## config.mk

```make
export PLATFORM = sky130hd
export DESIGN_NAME = ctrl_seq_flat
export DESIGN_NICKNAME = d
export VERILOG_FILES = /design/src/rtl/ctrl_seq_if.sv /design/src/rtl/ctrl_seq.sv /design/src/flat_wrapper.sv
export SDC_FILE = /design/constraint.sdc
export NUM_CORES = 1
export LEC_CHECK = 0
export CORE_MARGIN = 2
export CORE_UTILIZATION = 33
export CTS_CLUSTER_SIZE = 16
export DETAILED_ROUTE_END_ITERATION = 6
export PLACE_DENSITY = 0.73
export REMOVE_ABC_BUFFERS = 1
export SLEW_MARGIN = 20
export SYNTH_ARGS = -nofsm -noshare
export SYNTH_HDL_FRONTEND = slang
export SYNTH_SLANG_ARGS = --single-unit
```

## constraint.sdc

```tcl
create_clock -name clk -period 2.18 [get_ports clk]
set_clock_uncertainty 0.1 [all_clocks]
set_input_delay 0.436 -clock clk [delete_from_list [all_inputs] [get_ports clk]]
set_output_delay 0.436 -clock clk [all_outputs]
set_load 0.01 [all_outputs]
```

## src/rtl/ctrl_seq_if.sv

```systemverilog
// Control bundle between the SAP sequencer and the datapath.
// The master side is the sequencer: it reads status and drives every strobe.
interface ctrl_seq_if #(
  parameter int OPCODE_W = 4
);
  logic                run;
  logic [OPCODE_W-1:0] ir_opcode;
  logic [1:0]          flag_out;
  logic                mem_ready;

  logic pc_out, pc_inc, pc_load;
  logic mar_in;
  logic mem_rd, mem_wr;
  logic ir_in, ir_out;
  logic a_in, a_out, b_in;
  logic alu_out, alu_sub;
  logic flag_write;
  logic out_in;
  logic halted;
  logic [2:0] t_state;

  modport master (
    input  run, ir_opcode, flag_out, mem_ready,
    output pc_out, pc_inc, pc_load, mar_in, mem_rd, mem_wr, ir_in, ir_out,
           a_in, a_out, b_in, alu_out, alu_sub, flag_write, out_in,
           halted, t_state
  );

  modport slave (
    output run, ir_opcode, flag_out, mem_ready,
    input  pc_out, pc_inc, pc_load, mar_in, mem_rd, mem_wr, ir_in, ir_out,
           a_in, a_out, b_in, alu_out, alu_sub, flag_write, out_in,
           halted, t_state
  );
endinterface

```

## src/rtl/ctrl_seq.sv

```systemverilog
// Hardwired fetch/execute sequencer for the 16-bit SAP core.
// Only the T-state is registered; every strobe is decoded combinationally.
module ctrl_seq #(
  parameter int OPCODE_W = 4,
  parameter bit WAIT_EN  = 1'b1
) (
  input  logic       clk,
  input  logic       rst,
  ctrl_seq_if.master bus
);

  localparam logic [2:0] S_IDLE = 3'd0;
  localparam logic [2:0] S_F0   = 3'd1;
  localparam logic [2:0] S_F1   = 3'd2;
  localparam logic [2:0] S_E0   = 3'd3;
  localparam logic [2:0] S_E1   = 3'd4;
  localparam logic [2:0] S_E2   = 3'd5;
  localparam logic [2:0] S_HALT = 3'd7;

  localparam logic [OPCODE_W-1:0] OP_LDA = OPCODE_W'(1);
  localparam logic [OPCODE_W-1:0] OP_ADD = OPCODE_W'(2);
  localparam logic [OPCODE_W-1:0] OP_SUB = OPCODE_W'(3);
  localparam logic [OPCODE_W-1:0] OP_STA = OPCODE_W'(4);
  localparam logic [OPCODE_W-1:0] OP_LDI = OPCODE_W'(5);
  localparam logic [OPCODE_W-1:0] OP_JMP = OPCODE_W'(6);
  localparam logic [OPCODE_W-1:0] OP_JC  = OPCODE_W'(7);
  localparam logic [OPCODE_W-1:0] OP_JZ  = OPCODE_W'(8);
  localparam logic [OPCODE_W-1:0] OP_OUT = OPCODE_W'(14);
  localparam logic [OPCODE_W-1:0] OP_HLT = OPCODE_W'(15);

  logic [2:0] state, state_nxt;
  logic       rdy;
  logic pc_out, pc_inc, pc_load, mar_in, mem_rd, mem_wr, ir_in, ir_out;
  logic a_in, a_out, b_in, alu_out, alu_sub, flag_write, out_in;

  assign rdy = WAIT_EN ? bus.mem_ready : 1'b1;

  always_ff @(posedge clk or negedge rst) begin
    if (!rst) state <= S_IDLE;
    else      state <= state_nxt;
  end

  always_comb begin
    state_nxt  = state;
    pc_out     = 1'b0;
    pc_inc     = 1'b0;
    pc_load    = 1'b0;
    mar_in     = 1'b0;
    mem_rd     = 1'b0;
    mem_wr     = 1'b0;
    ir_in      = 1'b0;
    ir_out     = 1'b0;
    a_in       = 1'b0;
    a_out      = 1'b0;
    b_in       = 1'b0;
    alu_out    = 1'b0;
    alu_sub    = 1'b0;
    flag_write = 1'b0;
    out_in     = 1'b0;
    case (state)
      S_IDLE: if (bus.run) state_nxt = S_F0;
      S_F0: begin
        pc_out    = 1'b1;
        mar_in    = 1'b1;
        state_nxt = S_F1;
      end
      S_F1: begin
        mem_rd = 1'b1;
        if (rdy) begin
          ir_in     = 1'b1;
          pc_inc    = 1'b1;
          state_nxt = S_E0;
        end
      end
      S_E0: begin
        state_nxt = S_F0;
        case (bus.ir_opcode)
          OP_LDA, OP_ADD, OP_SUB, OP_STA: begin
            ir_out    = 1'b1;
            mar_in    = 1'b1;
            state_nxt = S_E1;
          end
          OP_LDI: begin ir_out = 1'b1; a_in = 1'b1; end
          OP_JMP: begin ir_out = 1'b1; pc_load = 1'b1; end
          OP_JC:  begin ir_out = 1'b1; pc_load = bus.flag_out[1]; end
          OP_JZ:  begin ir_out = 1'b1; pc_load = bus.flag_out[0]; end
          OP_OUT: begin a_out = 1'b1; out_in = 1'b1; end
          OP_HLT: state_nxt = S_HALT;
          default: ;
        endcase
      end
      // Memory steps hold their strobes until ready; the load only fires on the ready cycle.
      S_E1: begin
        state_nxt = S_F0;
        case (bus.ir_opcode)
          OP_LDA: begin
            mem_rd = 1'b1;
            a_in   = rdy;
            if (!rdy) state_nxt = S_E1;
          end
          OP_ADD, OP_SUB: begin
            mem_rd    = 1'b1;
            b_in      = rdy;
            state_nxt = rdy ? S_E2 : S_E1;
          end
          OP_STA: begin
            a_out  = 1'b1;
            mem_wr = 1'b1;
            if (!rdy) state_nxt = S_E1;
          end
          default: ;
        endcase
      end
      S_E2: begin
        state_nxt = S_F0;
        if (bus.ir_opcode == OP_ADD || bus.ir_opcode == OP_SUB) begin
          alu_out    = 1'b1;
          a_in       = 1'b1;
          flag_write = 1'b1;
          alu_sub    = (bus.ir_opcode == OP_SUB);
        end
      end
      S_HALT: state_nxt = S_HALT;
      default: state_nxt = S_IDLE;
    endcase
  end

  assign bus.pc_out     = pc_out;
  assign bus.pc_inc     = pc_inc;
  assign bus.pc_load    = pc_load;
  assign bus.mar_in     = mar_in;
  assign bus.mem_rd     = mem_rd;
  assign bus.mem_wr     = mem_wr;
  assign bus.ir_in      = ir_in;
  assign bus.ir_out     = ir_out;
  assign bus.a_in       = a_in;
  assign bus.a_out      = a_out;
  assign bus.b_in       = b_in;
  assign bus.alu_out    = alu_out;
  assign bus.alu_sub    = alu_sub;
  assign bus.flag_write = flag_write;
  assign bus.out_in     = out_in;
  assign bus.halted     = (state == S_HALT);
  assign bus.t_state    = state;

endmodule

```

## src/flat_wrapper.sv

```systemverilog
// flat-port wrapper written by rule: the top's interface ports become plain ports
module ctrl_seq_flat 
#(
  parameter int OPCODE_W = 4,
  parameter bit WAIT_EN  = 1'b1
)
  (clk, rst, bus_run, bus_ir_opcode, bus_flag_out, bus_mem_ready, bus_pc_out, bus_pc_inc, bus_pc_load, bus_mar_in, bus_mem_rd, bus_mem_wr, bus_ir_in, bus_ir_out, bus_a_in, bus_a_out, bus_b_in, bus_alu_out, bus_alu_sub, bus_flag_write, bus_out_in, bus_halted, bus_t_state);
  ctrl_seq_if #(.OPCODE_W(OPCODE_W)) bus_i ();
  input  logic clk;
  input  logic rst;
  input wire logic [$bits(bus_i.run)-1:0] bus_run;
  input wire logic [$bits(bus_i.ir_opcode)-1:0] bus_ir_opcode;
  input wire logic [$bits(bus_i.flag_out)-1:0] bus_flag_out;
  input wire logic [$bits(bus_i.mem_ready)-1:0] bus_mem_ready;
  output wire logic [$bits(bus_i.pc_out)-1:0] bus_pc_out;
  output wire logic [$bits(bus_i.pc_inc)-1:0] bus_pc_inc;
  output wire logic [$bits(bus_i.pc_load)-1:0] bus_pc_load;
  output wire logic [$bits(bus_i.mar_in)-1:0] bus_mar_in;
  output wire logic [$bits(bus_i.mem_rd)-1:0] bus_mem_rd;
  output wire logic [$bits(bus_i.mem_wr)-1:0] bus_mem_wr;
  output wire logic [$bits(bus_i.ir_in)-1:0] bus_ir_in;
  output wire logic [$bits(bus_i.ir_out)-1:0] bus_ir_out;
  output wire logic [$bits(bus_i.a_in)-1:0] bus_a_in;
  output wire logic [$bits(bus_i.a_out)-1:0] bus_a_out;
  output wire logic [$bits(bus_i.b_in)-1:0] bus_b_in;
  output wire logic [$bits(bus_i.alu_out)-1:0] bus_alu_out;
  output wire logic [$bits(bus_i.alu_sub)-1:0] bus_alu_sub;
  output wire logic [$bits(bus_i.flag_write)-1:0] bus_flag_write;
  output wire logic [$bits(bus_i.out_in)-1:0] bus_out_in;
  output wire logic [$bits(bus_i.halted)-1:0] bus_halted;
  output wire logic [$bits(bus_i.t_state)-1:0] bus_t_state;
  assign bus_i.run = bus_run;
  assign bus_i.ir_opcode = bus_ir_opcode;
  assign bus_i.flag_out = bus_flag_out;
  assign bus_i.mem_ready = bus_mem_ready;
  assign bus_pc_out = bus_i.pc_out;
  assign bus_pc_inc = bus_i.pc_inc;
  assign bus_pc_load = bus_i.pc_load;
  assign bus_mar_in = bus_i.mar_in;
  assign bus_mem_rd = bus_i.mem_rd;
  assign bus_mem_wr = bus_i.mem_wr;
  assign bus_ir_in = bus_i.ir_in;
  assign bus_ir_out = bus_i.ir_out;
  assign bus_a_in = bus_i.a_in;
  assign bus_a_out = bus_i.a_out;
  assign bus_b_in = bus_i.b_in;
  assign bus_alu_out = bus_i.alu_out;
  assign bus_alu_sub = bus_i.alu_sub;
  assign bus_flag_write = bus_i.flag_write;
  assign bus_out_in = bus_i.out_in;
  assign bus_halted = bus_i.halted;
  assign bus_t_state = bus_i.t_state;
  ctrl_seq #(.OPCODE_W(OPCODE_W), .WAIT_EN(WAIT_EN)) u_core (.clk(clk), .rst(rst), .bus(bus_i));
endmodule
```

==> summary by stage <==
Status
The flow ran to the end, and the final reports show no timing, DRC or antenna violations.

Floorplan
Measured along the y axis, the die boundary spans 42.1 um. The region available for standard cell placement spans 1330 um2. The area enclosed by the die boundary is 1770 um2. For this configuration, the core starts out at a cell density of 35.8%. The floorplan has 13 rows. In this run the count of I/O pins placed on the die edge is 29. Measured along the x axis, the die boundary spans 42.1 um.

Drt
The via count is 653. The total length of routed wires is 1790 um. The first TritonRoute pass finished after 3 iterations.

In this run, the number of DRC markers left after iteration 0 of detailed routing was 5. The number of nets still failing antenna checks after routing is 0. After detailed routing, the average wire length per cell comes to 14.2 um.

The remaining routing DRC violations is 0. The via count normalized by instance count is 5.18.

Synth
For this run, asynchronously set or reset flops after synthesis account for 100%. The register area share after synthesis is 15.7%. Counting flops with a built-in enable in the synthesized netlist gives 0. By count the netlist is led by buf_2 (6), nand2b_1 (6), nor2_1 (6). The post-synthesis cell type count is 31. The synthesized netlist devotes 1.83% of its cell area to XOR and XNOR gates. The post-synthesis register bit count is 3. Summed over its instances, the top area cell type makes up 15.7% of the synthesized netlist area. The count of mapped cells out of synthesis is 68. Of the post-synthesis cell area, the part taken by muxes is 0%. Summing the areas of all compound-gate instances in the mapped netlist gives 28.5% of the synthesized area. A synthesized cell averages 7.03 um2.

Of the total synthesized cell area, the portion taken by full adders, half adders and majority gates is 0%. During synthesis, Yosys emitted a total of 0 warnings. After synthesis, the largest family of logic cells by area is simple AND/OR/NAND/NOR gates. The post-synthesis instance area is 478 um2. The most used flip-flop cell after synthesis is dfrtp_1. Yosys attributes the largest share of cell area to dfrtp_1 (16%), nand2b_1 (7.9%), buf_2 (6.3%), a21oi_1 (5.2%), buf_4 (4.7%). The cell type contributing the most total cell area after synthesis is dfrtp_1. The synthesized netlist devotes 41.4% of its cell area to simple gates.

Clock network
The CTS tree is done. The number of buffers inserted by hold repair at cts is 0. Counting every sink on the clock net gives 3. The H-tree depth is 1. The clock insertion delay at the later pin of the skew report is 0.23 ns. In this run the clock root is driven by a clkbuf_4. The clock transition at the registers of the reported paths is 0.04 ns. TritonCTS created 3 clock buffers. The clock passes through at most 2 buffers.

Global routing
The number of global-route vias before repair is 645. The first global-routing pass estimated 2830 um of wire. Entering global routing, the biggest net connects 12 pins. After global routing the overflow that remains totals 0. Global routing used 20.8% of the available tracks across all layers. The initial antenna violation count was 0.

Layout
Cells fill 69.6% of the core in the end. The growth of design area from synthesis to finish is 94.2%. The final instance count without filler cells is 126.

Counting the fill cells in the layout gives 127. The final net count is 122. The number of flip-flops in the largest register is 3.

Cells with a size suffix above 1 make up 41.4% of the layout. The number of inserted diodes is 0. After routing the design area is 928 um2.

Power and ir drop
For this design the static power due to leakage is 0.000446 uW. The total power density per cell area is 806 nW/um2. The worst supply voltage drop on vdd is 0.408 mV.

Timing
Setup violations remaining at the end of the flow were counted as 0. The clock period minus final worst setup slack is 2.12 ns. The worst slew margin relative to its limit is 81.1%.

Setup repair after global routing could not meet its margin everywhere. Static timing analysis puts the maximum clock frequency at 471 MHz. Across all setup checks in the final design, the least slack found is 0.0560 ns. Summed over all failing endpoints, the final setup total negative slack is 0 ns.

The number of endpoints with negative hold slack in the final report was 0. The portion of the clock cycle consumed by the worst path in the final layout is 97.4%. The max-slew violation count is 0. For the pin with the worst max-slew slack, the measured transition is 0.282 ns.

Setup path
The beginning of the worst register-to-register path is u_core.bus.t_state[2]. STA classifies the critical path endpoint as an output pin. The maximum fanout encountered on the critical timing path is 4.

The worst setup path is launched from a register. Data arrives at the worst endpoint at 1.59 ns. The category of the most critical setup path is reg -> out. The most critical setup path has its startpoint at u_core.bus.t_state[1]. The data required time of the worst path is 1.64 ns.

Job
The tool flagged a number of max-cap violations equal to 0.

Placement
The post-detailed-placement cell area is 867 um2. The routability congestion estimate from global placement is 0.837. The count of buffers from port buffering is 28.

Counting tap cells, the placed design contains a total of 121 instances. The HPWL after detailed placement is 1260 um. The pre-CTS worst setup slack is -0.538 ns.

Hold path
The tightest min-delay check is of the in -> async type.
layout make-up:
type                            instances  area [um2]  area share, %
Timing Repair Buffer                   48         403           43.4
Multi-Input combinational cell         54         398           42.9
Sequential cell                         3        75.1           8.09
Clock buffer                            4        26.3           2.83
Tap cell                               15        18.8           2.02
Inverter                                2        7.51          0.809
worst max-delay path, stage by stage (launching register included):
cell and delay, ns:
dfrtp_1 0.38, nand2b_4 0.15, buf_4 0.14, nor3_4 0.12
and3_4 0.21, and2_1 0.13, clkdlybuf4s15_2 0.22
metrics by stage:
step                      total power [uW]  hold WS, ns
after CTS                              732        0.284
final                                  749        0.287
after floorplan                        333       0.0404
after global placement                 627        0.476
after detailed placement               631        0.479
after global routing                   811        0.281
cell usage in the layout, fill, tap and decap left out, drive strengths merged, types with 3 or more instances in the layout:
cell,instances
nand3,3
clkdlybuf4s15,4
clkbuf,9
dlygate4sd2,7
buf,22
o21ai,5
nand2,3
nand2b,6
a21oi,5
clkdlybuf4s50,8
nor3,5
dfrtp,3
nor2,6
cell families (layout without fill, tap and decap cells):
| logic type | count (synthesis) | count (layout) |
|---|---|---|
| and+or+nand+nor | 33 | 33 |
| xor gates and xnor gates | 1 | 1 |
| DFF | 3 | 3 |
| buffers and inverters | 11 | 54 |
| AOI/OAI and AO/OA | 20 | 20 |
power by group:
group / leakage, uW / switching (uW) / internal (uW)
Combinational: 0.000394 / 258 / 286
Sequential: 0.0000369 / 25.9 / 81.5
Clock: 0.0000150 / 29.0 / 68.6
per-layer routing:
metal	vias to the layer above	track usage (%)	wire length, um
li1	331	-	-
met3	2	6.03	110
met4	0	5.63	18
met1	297	23.4	751
met5	-	0	0
met2	23	37.8	910
path summary, 6_finish.rpt:
check,depth (start not counted),slack [ns],end
worst max-delay path,6,0.06,bus_alu_sub
worst min-delay path,1,0.29,u_core.bus.t_state[0]
worst max register to register,4,0.86,u_core.bus.t_state[0]
worst min register to register,2,0.51,u_core.bus.t_state[1]
max in group asynchronous,1,1.54,u_core.bus.t_state[2]
min in group clk,2,0.51,u_core.bus.t_state[1]
what timing repair did:
action                                  CTS  global route
gates cloned                              0             0
resized for setup                        37            18
endpoints found under the setup margin   14            11
buffers inserted                          1             0
pin swaps                                 1             1
endpoints found under the hold margin     0             0
Power figures use the tool's default switching activity.
